`src/rtl/pipeline_hazard_ctrl.sv`:
```
// Stall/bubble sequencing for the 5-stage core: load-use, branch flush, memory busy.
// Optional perf counters are compiled in with `define HAZARD_PERF_CNT_EN.
module pipeline_hazard_ctrl #(
  parameter int flush_cycles_p   = 2,
  parameter int reg_addr_width_p = 5
) (
  input  logic                        clk_i,
  input  logic                        rst_i,
  input  logic                        dec_v_i,
  input  logic [reg_addr_width_p-1:0] dec_rs1_i,
  input  logic                        dec_rs1_v_i,
  input  logic [reg_addr_width_p-1:0] dec_rs2_i,
  input  logic                        dec_rs2_v_i,
  input  logic [reg_addr_width_p-1:0] dec_rd_i,
  input  logic                        dec_rd_w_v_i,
  input  logic                        dec_load_v_i,
  input  logic                        br_taken_i,
  input  logic                        mem_busy_i,
  output logic                        stall_v_o,
  output logic                        bubble_v_o,
  output logic                        ex_bubble_v_o,
  output logic                        redirect_v_o,
  output logic [1:0]                  state_o
`ifdef HAZARD_PERF_CNT_EN
  ,output logic [31:0]                stall_cnt_o,
  output logic [31:0]                 flush_cnt_o
`endif
);

  // state    | meaning
  // RUN      | normal issue, load-use detection active
  // FLUSH    | injecting post-branch bubbles, cnt_r bubbles still owed
  // MEM_WAIT | memory busy, pipe frozen, saved_r holds state to resume
  typedef enum logic [1:0] {
    RUN      = 2'd0,
    FLUSH    = 2'd1,
    MEM_WAIT = 2'd2
  } state_e;

  localparam logic [2:0] cnt_init_lp = 3'(flush_cycles_p - 1);

  state_e                        state_r;
  state_e                        saved_r;
  state_e                        eval_state;
  logic [2:0]                    cnt_r;
  logic                          ex_load_v_r;
  logic [reg_addr_width_p-1:0]   ex_load_rd_r;
  logic                          hazard;

  // Leaving MEM_WAIT resumes the saved state within the same cycle.
  assign eval_state = (state_r == MEM_WAIT) ? saved_r : state_r;

  assign hazard = dec_v_i & ex_load_v_r & (ex_load_rd_r != '0) &
                  ((dec_rs1_v_i & (dec_rs1_i == ex_load_rd_r)) |
                   (dec_rs2_v_i & (dec_rs2_i == ex_load_rd_r)));

  always_comb begin
    stall_v_o     = 1'b0;
    bubble_v_o    = 1'b0;
    ex_bubble_v_o = 1'b0;
    redirect_v_o  = 1'b0;
    if (mem_busy_i) begin
      stall_v_o = 1'b1;
    end else if (br_taken_i) begin
      redirect_v_o  = 1'b1;
      bubble_v_o    = 1'b1;
      ex_bubble_v_o = 1'b1;
    end else if (eval_state == FLUSH) begin
      bubble_v_o    = 1'b1;
      ex_bubble_v_o = 1'b1;
    end else if (hazard) begin
      stall_v_o     = 1'b1;
      ex_bubble_v_o = 1'b1;
    end
  end

  always_ff @(posedge clk_i) begin
    if (rst_i) begin
      state_r      <= RUN;
      saved_r      <= RUN;
      cnt_r        <= '0;
      ex_load_v_r  <= 1'b0;
      ex_load_rd_r <= '0;
    end else if (mem_busy_i) begin
      state_r <= MEM_WAIT;
      if (state_r != MEM_WAIT) saved_r <= state_r;
    end else begin
      if (br_taken_i) begin
        if (flush_cycles_p > 1) begin
          state_r <= FLUSH;
          cnt_r   <= cnt_init_lp;
        end else begin
          state_r <= RUN;
          cnt_r   <= '0;
        end
      end else if (eval_state == FLUSH) begin
        if (cnt_r <= 3'd1) begin
          state_r <= RUN;
          cnt_r   <= '0;
        end else begin
          state_r <= FLUSH;
          cnt_r   <= cnt_r - 3'd1;
        end
      end else begin
        state_r <= RUN;
      end
      ex_load_v_r  <= ~ex_bubble_v_o & dec_v_i & dec_load_v_i & dec_rd_w_v_i &
                      (dec_rd_i != '0);
      ex_load_rd_r <= dec_rd_i;
    end
  end

  assign state_o = state_r;

`ifdef HAZARD_PERF_CNT_EN
  always_ff @(posedge clk_i) begin
    if (rst_i) begin
      stall_cnt_o <= '0;
      flush_cnt_o <= '0;
    end else begin
      if (stall_v_o)  stall_cnt_o <= stall_cnt_o + 32'd1;
      if (bubble_v_o) flush_cnt_o <= flush_cnt_o + 32'd1;
    end
  end
`endif

endmodule

```
`config.mk`:
```
export PLATFORM = sky130hd
export DESIGN_NAME = pipeline_hazard_ctrl
export DESIGN_NICKNAME = d
export VERILOG_FILES = /design/src/rtl/pipeline_hazard_ctrl.sv
export SDC_FILE = /design/constraint.sdc
export NUM_CORES = 1
export LEC_CHECK = 0
export ABC_CLOCK_PERIOD_IN_PS = 1800
export BUFFER_PORTS_ARGS = -buffer_cell sky130_fd_sc_hd__buf_2
export CAP_MARGIN = 20
export CELL_PAD_IN_SITES_DETAIL_PLACEMENT = 0
export CELL_PAD_IN_SITES_GLOBAL_PLACEMENT = 1
export CORE_MARGIN = 1.5
export CORE_UTILIZATION = 35
export CTS_BUF_LIST = sky130_fd_sc_hd__clkbuf_4
export CTS_CLUSTER_SIZE = 8
export DETAILED_ROUTE_END_ITERATION = 16
export PLACE_DENSITY_LB_ADDON = 0.25
export SLEW_MARGIN = 25
export SYNTH_ARGS = -nofsm -noshare
export SYNTH_HDL_FRONTEND = slang
export SYNTH_SLANG_ARGS = --single-unit
```
`constraint.sdc`:
```
create_clock -name clk_i -period 1.8 [get_ports clk_i]
set_clock_uncertainty 0.1 [all_clocks]
set_input_delay 0.18 -clock clk_i [delete_from_list [all_inputs] [get_ports clk_i]]
set_output_delay 0.18 -clock clk_i [all_outputs]
set_load 0.02 [all_outputs]
```
After elaboration in Yosys (flattened, before gate mapping)
Cells that the tools add are included.
{ "word_totals": {"elab_cells": 51, "ff_bits": 13} }
{ "op_classes": {"addsub": 1, "n_mux": 20, "order_cmp": 1, "bitwise_logic": 12, "n_eq_ne": 5, "reduce_logical": 6} }
{ "op_table": {"columns": ["cell", "n"], "rows": [
  ["1-bit 2-to-1 mux", 13],
  ["5-bit == test", 2],
  ["5-bit nonzero test", 2],
  ["1-bit bitwise AND", 9],
  ["3-bit 2-to-1 mux", 3],
  ["2-bit 2-to-1 mux", 4],
  ["2-bit AND reduction", 2],
  ["3-bit by 1-bit less-or-equal comparator with 1-bit output, second input constant", 1],
  ["3-bit by 1-bit subtractor with 3-bit output, second input constant", 1],
  ["2-bit by 1-bit == test with 1-bit output, second input constant", 1],
  ["2-bit == test, second input constant", 1],
  ["2-bit inequality test, second input constant", 1],
  ["1-bit inverter", 2],
  ["2-bit nonzero test", 1],
  ["2-bit OR reduction", 1],
  ["1-bit bitwise OR", 1]
]} }

Logic depth before layout (Yosys ltp)
Gate-level depths: netlist of the first run.
{ "depth": {"word_depth": 13, "mapped_depth": 6} }

Worst setup path after synthesis of the first run
Ideal clock, no wire load.
{ "synth_path": {"kind": "reg2out", "startpoint": "register state_r[0] (netlist: state_o[0])", "endpoint": "output port stall_v_o", "setup_slack_ns": 0.006, "n_path_buf": 0, "t_required_ns": 1.520, "stages_incl_launch_ff": 5, "t_arrival_ns": 1.514, "path_cell_list": "dfxtp_1 > and4bb_2 > nor3_1 > nand2_1 > o21ai_0"} }
{ "synth_between": {"elab_chain_len": 6} }
{ "synth_rtl": {"columns": ["item", "line", "text"], "rows": [
  ["start, declared", "42", "state_e state_r;"],
  ["start signal, assigned", "79", "state_r <= RUN;"],
  ["start signal, assigned", "85", "state_r <= MEM_WAIT;"],
  ["start signal, assigned", "90", "state_r <= FLUSH;"],
  ["2-bit == test", "51", "assign eval_state = (state_r == MEM_WAIT) ? saved_r : state_r;"],
  ["2-bit 2-to-1 mux (*)", "51", null],
  ["2-bit by 1-bit == test with 1-bit output (*)", "68", "end else if (eval_state == FLUSH) begin"],
  ["1-bit 2-to-1 mux (*)", "68", null],
  ["1-bit 2-to-1 mux (*)", "64", "end else if (br_taken_i) begin"],
  ["1-bit 2-to-1 mux (*)", "62", "if (mem_busy_i) begin"],
  ["end, declared", "19", "output logic stall_v_o,"]
]} }
Every way passes the cells marked *; elsewhere a longest branch is shown, timed or not.

Worst setup path after layout of the first run
{ "layout_path": {"startpoint": "register ex_load_rd_r[2]", "endpoint": "output port ex_bubble_v_o"} }
{ "layout_between": {"elab_chain_len": 8, "elab_cells_between_ends": 12, "cone_classes": "2 x eq/ne; 4 x mux; 5 x bitwise; 1 x reduce/logical"} }
{ "layout_rtl": {"columns": ["item", "line", "text"], "rows": [
  ["start, declared", "47", "logic [reg_addr_width_p-1:0] ex_load_rd_r;"],
  ["start signal, assigned", "109", "ex_load_rd_r <= dec_rd_i;"],
  ["5-bit == test, on equally long branches", "54, 55", null],
  ["1-bit bitwise AND, on equally long branches", "54, 55", null],
  ["1-bit bitwise OR", "54", "((dec_rs1_v_i & (dec_rs1_i == ex_load_rd_r)) |"],
  ["1-bit bitwise AND (*)", "53", "assign hazard = dec_v_i & ex_load_v_r & (ex_load_rd_r != '0) &"],
  ["1-bit 2-to-1 mux (*)", "71", "end else if (hazard) begin"],
  ["1-bit 2-to-1 mux (*)", "68", null],
  ["1-bit 2-to-1 mux (*)", "64", null],
  ["1-bit 2-to-1 mux (*)", "62", null],
  ["end, declared", "21", "output logic ex_bubble_v_o,"]
]} }
Marked as above.

==> flow_summary.ini, run 1 <==
[global_route]
globalRouteMet3Util_pct = 5.828
grt_busiest_layer = met2
groute.layer.met2.usage_pct = 26.80
grt_util_all_layers_pct = 15.13
grt_pass1_wl_mm = 2.787
initial_antenna_violation_count = 0
grt.overflow.total = 0
groute.layer.met1.usage_pct = 17.14
grt_pass1_vias = 656
grt_max_degree = 13

[sta]
finalMaxSlewViolations = 0
achievable-frequency_ghz = 0.5287
rel_slew_slack_pct = 80.39
post-route-min-period_ns = 1.891
tns_ns = -0.1622
setup_slack_ns = -0.09146
grt_setup_unrepaired = yes
final.period_utilization_pct = 105.1
finalHoldViolations = 0
tightest_slew_ns = 0.2942
setup_violations = 2

[route]
drt-wirelength-per-cell_um = 11.64
post-route-drc-count = 0
vias_per_cell = 4.884
antenna_violating_nets_post_route = 0
detail_route.wirelength_mm = 1.699
detailedRoute.firstPassIterationCount = 3
number_of_drc_markers_in_iteration_0 = 3
route.vias.total = 713

[logic_synthesis]
mappedNetlistArea_um2 = 743.2
yosys.area_share.adder_pct = 3.367
main_combinational_cell_family_by_area_after_synthesis = simple AND/OR/NAND/NOR gates
syn_area_per_cell_um2 = 8.642
synth.largest_area_cell = dfxtp_1
number_of_flops_mapped_to_enable_cells_by_yosys = 0
yosys.area_share.xor_xnor_pct = 11.78
post_synth_most_frequent_cells = dfxtp_1 (13), nor2_1 (11), xor2_1 (8), inv_1 (7), a21oi_1 (6)
yosys.area_share.simple_pct = 20.54
ys_warn_count = 0
synth_area_leaders = dfxtp_1 (35%), xor2_1 (9.4%), mux2i_1 (6.7%)
yosys.cell_types.count = 29
share_of_synthesized_area_spent_on_multiplexers_pct = 6.734
yosys.cell_count.top_type = dfxtp_1
synth_compound_gate_area_share_pct = 18.01
synth_flop_cell = dfxtp_1
synth.ff_latch_count = 13
syn_nets = 112
seq_area_frac_synth_pct = 35.02
postSynthCellCount = 86
ys_async_sr_fraction_pct = 0
synth_largest_type_area_fraction_pct = 35.02

[job]
max_cap_violations = 0

[floorplan]
initial_core_util_pct = 37.50
die_height_um = 49.08
std_cell_rows = 16
floorplan.io_pins = 30
die_w_um = 49.08
die_area_mm2 = 0.002409
core_region_area_mm2 = 0.001982

[pwr]
power_report.internal_total_uw = 448.1
cellLeakagePower_uw = 0.0004620
p_comb_share_pct = 20.8
power.share.sequential_pct = 49.9
total_power_uw = 631.6
largest_vdd_supply_drop_uv = 364.3
power.net_switching_uw = 183.5
switching_share_of_total_power_pct = 29.05
clock_power_share_pct = 29.3
p_per_cell_area_mw_per_mm2 = 648.8

[final_layout]
area_growth_syn_to_layout_pct = 30.98
num-fill-cells = 207
final_core_utilization_pct = 49.12
drive_above_1_share_pct = 35.29
instances_no_fill = 146
n_antenna_cell = 0
layout.nets = 146

[worst_setup_path]
crit_required_ns = 1.52
cp.buffers_inverters = 1
timing.critical_path.from_type = flop
reg2reg_setup_slack_ns = 0.07
criticalPathCategory = flop to output pin
arrival_ns = 1.61
end_kind = output pin
number_of_logic_stages_on_the_critical_path_including_buffering = 5
worstRegToRegCells = 5
crit_path_cell_trace = or3_1 > o311a_1 > nand2_1 > o21ai_1 > buf_4
worst_path_max_delay_cell = or3_1
critical_path.max_stage_delay_ns = 0.36
critical_path.max_fanout = 4
cp_top_family = simple AND/OR/NAND/NOR gates

[clocking]
clk_pin_slew_ns = 0.09
cts.hold.buffers_added = 0
cts_tree = done
clockRootBuffer = clkbuf_4
clock_sink_count = 13
clock_latency_ns = 0.28
cts_made_buffers = 3
htree_levels = 1
cts.path.max_buffers = 2

[placed_design]
post-dp-hpwl_mm = 1.352
routabilityCongestion = 0.7368
numPortBuffers = 29
dpl_worst_slack_ns = 0.1173
numPlacedInstances = 140

[worst_hold_path]
worst_hold_path_type = input port to flop
holdPathStages = 3

[run_status]
status = finished, violations left
violations = negative setup slack
[repair_timing]
item,4_1_cts,5_1_grt
buffers inserted,2,0
resized for setup,5,4
setup endpoints to repair,3,3
gates cloned,0,0
pin swaps,2,2
[placed cells by master (no fill, tap or decap), drive strengths merged, types with 2 or more instances in the layout]
cell type and n:
ha 2, xnor2 2, inv 7, xor2 8, clkbuf 3, nand4b 2, nor2 11, nor4 2
mux2i 5, and2 2, nor3 3, dfxtp 13, nand2 4, a21oi 6, o21ai 3, buf 31
a211oi 2
[path summary, 6_finish.rpt]
kind	to	start
min reg2reg	cnt_r[1]	cnt_r[1]
min	ex_load_rd_r[1]	dec_rd_i[1]
max	ex_bubble_v_o	ex_load_rd_r[2]
max reg2reg	cnt_r[1]	state_o[0]
[cells by family after synthesis]
kind of cell	count (synthesis)
multiplexers	5
buffers and inverters	9
adder cells (fa/ha/maj)	2
AO/OA/AOI/OAI	18
AND/OR/NAND/NOR	29
XOR/XNOR	10
flip-flops	13
[sequential cells by signal, indices dropped and copies added, names as in the netlist]
name / flops
ex_load_rd_r: 5
ex_load_v_r: 1
saved_r: 2
state_o: 2
cnt_r: 3
[worst reg2reg max path: stages (launching register included)]
cell and delay, ns:
dfxtp_1 0.35, and4bb_2 0.36, o31ai_4 0.08, buf_4 0.17
or4_1 0.47, a21oi_1 0.15
[metrics by stage]
stage               instance area (um2)  hold WS (ns)
floorplan                         743.2        0.1528
global placement                  914.6        0.3339
detailed placement                914.6        0.3416
CTS                               964.7       0.04089
global route                      973.4       0.07133
finish                            973.4       0.04806
[power groups by stage]
| stage | registers [uW] | logic, uW | clock network, uW |
|---|---|---|---|
| after floorplan | 320 | 75.1 | 0 |
| after global placement | 321 | 125 | 0 |
| after detailed placement | 321 | 126 | 0 |
| after CTS | 315 | 131 | 196 |
| after global routing | 318 | 147 | 201 |
| final | 315 | 131 | 185 |
[area by class of cell]
cell class | instances | area (um2) | share of cell area [%]
Multi-Input combinational cell | 64 | 456.7 | 46.92
Sequential cell | 13 | 264.0 | 27.12
Timing Repair Buffer | 31 | 165.2 | 16.97
Tap cell | 27 | 33.78 | 3.470
Inverter | 7 | 26.28 | 2.699
Clock buffer | 3 | 22.52 | 2.314
Clock inverter | 1 | 5.005 | 0.5141
[routing by layer]
| metal | wire length [um] | vias up |
|---|---|---|
| met5 | 0 | - |
| met4 | 15 | 0 |
| met3 | 89 | 2 |
| met2 | 812 | 18 |
| met1 | 781 | 321 |
| li1 | - | 372 |
Power figures use the tool's default switching activity.
==> run 2: changes to the inputs <==
--- a/config.mk
+++ b/config.mk
@@ -5,13 +5,14 @@
 export SDC_FILE = /design/constraint.sdc
 export NUM_CORES = 1
 export LEC_CHECK = 0
+export ABC_AREA = 1
 export ABC_CLOCK_PERIOD_IN_PS = 1800
 export BUFFER_PORTS_ARGS = -buffer_cell sky130_fd_sc_hd__buf_2
 export CAP_MARGIN = 20
 export CELL_PAD_IN_SITES_DETAIL_PLACEMENT = 0
 export CELL_PAD_IN_SITES_GLOBAL_PLACEMENT = 1
 export CORE_MARGIN = 1.5
-export CORE_UTILIZATION = 35
+export CORE_UTILIZATION = 33
 export CTS_BUF_LIST = sky130_fd_sc_hd__clkbuf_4
 export CTS_CLUSTER_SIZE = 8
 export DETAILED_ROUTE_END_ITERATION = 16
==> flow_summary.ini, run 2 <==
[global_route]
grt_max_degree = 9
grt_pass1_vias = 806
initial_antenna_violation_count = 0
grt.overflow.total = 0
grt_pass1_wl_mm = 3.153
grt_util_all_layers_pct = 15.38

[sta]
post-route-min-period_ns = 1.678
tightest_slew_ns = 0.2927
setup_slack_ns = 0.1217
achievable-frequency_ghz = 0.5958
rel_slew_slack_pct = 80.46
finalMaxSlewViolations = 0
finalHoldViolations = 0
grt_setup_unrepaired = no
final.period_utilization_pct = 93.24
tns_ns = 0
setup_violations = 0

[worst_setup_path]
timing.rr.end = cnt_r[2]
criticalPathCategory = flop to output pin
crit_path_cell_trace = inv_2 > nand2_1 > nand2_1 > nor2_1 > nand3_1 > nand2_2 > nand2_2 > a21oi_2 > buf_4
reg2reg_setup_slack_ns = 0.49
crit_required_ns = 1.52
arrival_ns = 1.40
worst_r2r_startpoint = cnt_r[1]
critical_path.max_fanout = 4
cp.buffers_inverters = 2
timing.critical_path.from_type = flop
number_of_logic_stages_on_the_critical_path_including_buffering = 9
cp_top_family = simple AND/OR/NAND/NOR gates
worst_setup_path_endpoint = stall_v_o
crit_path_start = ex_load_rd_r[2]
worst_path_max_delay_cell = dfxtp_2
end_kind = output pin
critical_path.max_stage_delay_ns = 0.35
worstRegToRegCells = 9

[logic_synthesis]
postSynthCellCount = 137
yosys.cell_types.count = 21
post_synth_most_frequent_cells = nand2_1 (42), inv_1 (26), nor2_1 (15), dfxtp_1 (13), nand3_1 (12)
synth.ff_latch_count = 13
seq_area_frac_synth_pct = 31.09
number_of_flops_mapped_to_enable_cells_by_yosys = 0
synth_area_leaders = dfxtp_1 (31%), nand2_1 (19%), inv_1 (12%)
synth_largest_type_area_fraction_pct = 31.09
synth.largest_area_cell = dfxtp_1
mappedNetlistArea_um2 = 837.1
synth_flop_cell = dfxtp_1
yosys.cell_count.top_type = nand2_1
syn_area_per_cell_um2 = 6.110
syn_nets = 163
ys_warn_count = 0
ys_async_sr_fraction_pct = 0

[floorplan]
initial_core_util_pct = 34.41
die_area_mm2 = 0.002848
floorplan.io_pins = 30
std_cell_rows = 18
die_w_um = 53.37
core_region_area_mm2 = 0.002432
die_height_um = 53.37

[clocking]
cts_made_buffers = 3
cts_tree = done
htree_levels = 1
clockRootBuffer = clkbuf_4
clock_sink_count = 13
clk_pin_slew_ns = 0.08
cts.path.max_buffers = 2
clock_latency_ns = 0.28

[final_layout]
num-fill-cells = 278
area_growth_syn_to_layout_pct = 32.74
commonest_non_fill_non_tap_cell_in_the_layout = nand2_1
n_antenna_cell = 0
drive_above_1_share_pct = 36.21
seqCellArea_um2 = 267.8
multiInputGateArea_um2 = 484.2
layout_top_registers = ex_load_rd_r: 5 flops, cnt_r: 3 flops
top_register = ex_load_rd_r
max_reg_flops = 5
layout.nets = 201
most-common-layout-cells = nand2_1 (38), buf_2 (28), inv_1 (21), nor2_1 (13), nand3_1 (12)

[placed_design]
dpl_worst_slack_ns = 0.2898
numPortBuffers = 29
post-dp-hpwl_mm = 1.611
routabilityCongestion = 0.7731

[route]
vias_per_cell = 4.544
number_of_drc_markers_in_iteration_0 = 9
detail_route.wirelength_mm = 2.009
detailedRoute.firstPassIterationCount = 4
antenna_violating_nets_post_route = 0
post-route-drc-count = 0
drt-wirelength-per-cell_um = 9.848
route.vias.total = 927

[pwr]
cellLeakagePower_uw = 0.0006243
p_per_cell_area_mw_per_mm2 = 623.6
largest_vdd_supply_drop_uv = 405.8

[worst_hold_path]
worst_hold_path_type = input port to flop

[run_status]
status = finished, final reports clean

[job]
max_cap_violations = 0
## run 2: cell types whose count changed after synthesis, moves of 3 or more
cell     previous run  this run
nand2_1             4        42
inv_1               7        26
nand3_1             0        12
xor2_1              8         0
mux2i_1             5         0
nor2_1             11        15
o22ai_1             0         3
## run 2: logic make-up (layout without fill, tap and decap cells)
logic type / after synthesis / count (layout) / share of synthesized area [%]
AO/OA/AOI/OAI: 16 / 16 / 10.61
adder cells (fa/ha/maj): 2 / 2 / 2.989
buffers and inverters: 29 / 66 / 13.30
flip-flops: 13 / 13 / 31.09
AND/OR/NAND/NOR: 77 / 77 / 42.00
## run 2: metal layers
metal  vias up  wire length (um)  global-route usage, %
met4         0                36                  7.692
met5         -                 0                      0
met3         4               166                  2.825
li1        498                 -                      -
met1       392               903                  18.74
met2        33               904                  25.51
## run 2: repair_timing
action                                  CTS  global route
buffers inserted                          0             3
hold buffers                              1             0
gates resized for setup                   1            18
endpoints found under the hold margin     1             0
pin swaps                                 0             7
endpoints found under the setup margin    1             2
gates cloned                              0             0
## run 2: per-stage QoR
step	cells	hold WS, ns	power, uW	util [%]	area (um2)
global placement	196	0.3006	488.1	41.92	1020
CTS	201	0.06325	688.1	43.62	1061
finish	204	0.07074	692.9	45.68	1111
detailed placement	196	0.3003	488.8	41.92	1020
floorplan	137	0.1589	427.5	-	837.1
global route	204	0.07642	744.4	45.68	1111
## run 2: worst register-to-register path, cell delays in order, from the launching register on
cell and delay (ns):
dfxtp_1 0.33, inv_1 0.06, ha_1 0.17, nand2_1 0.06
nand2_1 0.09, a21oi_1 0.14, nand2_1 0.06, nand2_1 0.06
nand2_1 0.05, a21oi_1 0.12
## run 2: how the worst min path moves through the flow
stage                     start         endpoint  slack, ns  depth (start not counted)
floorplan                 rst_i       state_o[1]       0.16                          1
global placement          rst_i       state_o[1]       0.30                          2
detailed placement        rst_i       state_o[1]       0.30                          2
CTS                 dec_rd_i[2]  ex_load_rd_r[2]       0.06                          3
global route        dec_rd_i[3]  ex_load_rd_r[3]       0.08                          3
finish              dec_rd_i[2]  ex_load_rd_r[2]       0.07                          3
## run 2: cell type report
| cell class | instances | area share, % |
|---|---|---|
| clock buffer | 4 | 2.703 |
| inverter | 29 | 10.02 |
| multi-input combinational | 95 | 43.58 |
| sequential | 13 | 24.10 |
| tap | 30 | 3.378 |
| timing repair buffer | 33 | 16.22 |
## run 2: report_power, final
group / switching [uW] / internal [uW]
registers: 12.3 / 306
logic: 106 / 74.0
clock network: 94.5 / 101
total: 212 / 481
==> run 3: changes to the inputs <==
--- a/config.mk
+++ b/config.mk
@@ -16,7 +16,7 @@
 export CTS_BUF_LIST = sky130_fd_sc_hd__clkbuf_4
 export CTS_CLUSTER_SIZE = 8
 export DETAILED_ROUTE_END_ITERATION = 16
-export PLACE_DENSITY_LB_ADDON = 0.25
+export PLACE_DENSITY = 0.78
 export SLEW_MARGIN = 25
 export SYNTH_ARGS = -nofsm -noshare
 export SYNTH_HDL_FRONTEND = slang
==> flow_summary.ini, run 3 (same netlist as run 2, synthesis figures left out) <==
[placed_design]
numPortBuffers = 29
routabilityCongestion = 0.7797
post-dp-hpwl_mm = 1.644

[final_layout]
top_register = ex_load_rd_r
n_antenna_cell = 0
area_growth_syn_to_layout_pct = 31.99
commonest_non_fill_non_tap_cell_in_the_layout = nand2_1
drive_above_1_share_pct = 34.88
layout_top_registers = ex_load_rd_r: 5 flops, cnt_r: 3 flops
most-common-layout-cells = nand2_1 (39), buf_2 (27), inv_1 (21), nor2_1 (13), nand3_1 (12)
layout.nets = 199
max_reg_flops = 5

[clocking]
clock_latency_ns = 0.28
clockRootBuffer = clkbuf_4
cts.path.max_buffers = 2
clk_pin_slew_ns = 0.08
cts_tree = done
htree_levels = 1
cts_made_buffers = 3
clock_sink_count = 13

[global_route]
initial_antenna_violation_count = 0
grt.overflow.total = 0
grt_max_degree = 9
grt_util_all_layers_pct = 16.58
grt_pass1_wl_mm = 3.360
grt_pass1_vias = 804

[sta]
rel_slew_slack_pct = 78.18
hold-worst-slack_ns = 0.04953
tightest_slew_ns = 0.3269
post-route-min-period_ns = 1.720
grt_setup_unrepaired = yes
achievable-frequency_ghz = 0.5812
setup_violations = 0
final.period_utilization_pct = 95.58
finalMaxSlewViolations = 0
finalHoldViolations = 0

[floorplan]
die_w_um = 53.37
initial_core_util_pct = 34.41
die_height_um = 53.37
floorplan.io_pins = 30
die_area_mm2 = 0.002848
core_region_area_mm2 = 0.002432
std_cell_rows = 18

[route]
route.met3.wl_um = 136
number_of_drc_markers_in_iteration_0 = 5
antenna_violating_nets_post_route = 0
route.vias.total = 899
highest_layer = met4
post-route-drc-count = 0
met2WireLength_um = 967
detailedRoute.firstPassIterationCount = 3
route.layer.met1.wl_um = 988
drt-wirelength-per-cell_um = 10.41
vias_per_cell = 4.450
detail_route.wirelength_mm = 2.102

[worst_setup_path]
reg2reg_setup_slack_ns = 0.47
end_kind = output pin
critical_path.max_stage_delay_ns = 0.36
worstRegToRegCells = 9
timing.rr.end = cnt_r[2]
crit_path_start = ex_load_rd_r[0]
cpMostUsedCell = nand2_1
crit_required_ns = 1.52
worst_path_max_delay_cell = dfxtp_2
crit_path_cell_trace = inv_2 > nand2_2 > nand2_1 > nor2_2 > nand3_1 > nand2_1 > nand2_1 > a21oi_2 > buf_4
critical_path.max_fanout = 4
cp_top_family = simple AND/OR/NAND/NOR gates
criticalPathCategory = flop to output pin
timing.critical_path.from_type = flop
cp.buffers_inverters = 2
arrival_ns = 1.44
worst_r2r_startpoint = state_o[0]

[pwr]
switching_share_of_total_power_pct = 32.20
p_comb_share_pct = 25.6
power.share.sequential_pct = 44.9
power.net_switching_uw = 227.7
cellLeakagePower_uw = 0.0006158
total_power_uw = 707.2
power_report.internal_total_uw = 479.4
largest_vdd_supply_drop_uv = 417.7
clock_power_share_pct = 29.6
p_per_cell_area_mw_per_mm2 = 640.1

[worst_hold_path]
holdPathStages = 3
hp-start = dec_rd_i[3]
hold_end = ex_load_rd_r[3]
worst_hold_path_type = input port to flop

[run_status]
status = finished, final reports clean

[job]
max_cap_violations = 0
==> run 3: what timing repair did <==
item	in CTS	in global routing
gates resized for setup	2	20
setup endpoints to repair	1	2
hold buffers	1	0
pin swaps	0	12
endpoints found under the hold margin	1	0
buffers inserted	0	1
==> run 3: layer usage <==
metal | vias to the layer above | track usage, %
met2 | 21 | 28.40
met3 | 2 | 5.650
met1 | 383 | 20.17
li1 | 493 | -
met4 | 0 | 2.564
met5 | - | 0
==> run 3: cell type report <==
cell class | count | area [um2]
fillers | 283 | 1328
inverters | 29 | 113.9
clock buffers | 4 | 30.03
well taps | 30 | 37.54
multi-input cells | 95 | 481.7
flip-flops and latches | 13 | 270.3
repair buffers | 31 | 171.4
==> run 3: worst max path at each step <==
stage          slack [ns]         to  cells after the start
4_1_cts              0.02  stall_v_o                      9
5_1_grt             -0.01  stall_v_o                      9
3_5_place_dp         0.29  stall_v_o                      9
3_3_place_gp         0.31  stall_v_o                      9
2_1_floorplan        0.28  stall_v_o                      6
6_report             0.08  stall_v_o                      9
==> run 3: power groups by stage <==
stage / clock, uW / sequential, uW / combinational [uW]
finish: 209 / 317 / 181
floorplan: 0 / 322 / 105
global placement: 0 / 321 / 167
global route: 226 / 320 / 204
CTS: 214 / 316 / 172
detailed placement: 0 / 322 / 169
==> run 3: metrics by stage <==
step / cells / util, % / area, um2 / setup WS, ns / setup TNS [ns]
after floorplan: 137 / - / 837.1 / 0.2771 / 0
after global placement: 196 / 41.92 / 1020 / 0.3054 / 0
after detailed placement: 196 / 41.92 / 1020 / 0.2882 / 0
after CTS: 201 / 43.67 / 1062 / 0.01579 / 0
after global routing: 202 / 45.42 / 1105 / -0.01484 / -0.02408
final: 202 / 45.42 / 1105 / 0.07957 / 0
==> run 3: worst register-to-register path, cell delays in order (launching register included) <==
cell     delay, ns
dfxtp_1       0.40
nor2_2        0.04
nand3_1       0.09
nand2_2       0.07
nor2_4        0.15
nor2_8        0.07
buf_4         0.14
nand2_1       0.04
nand2_1       0.04
a21oi_1       0.12
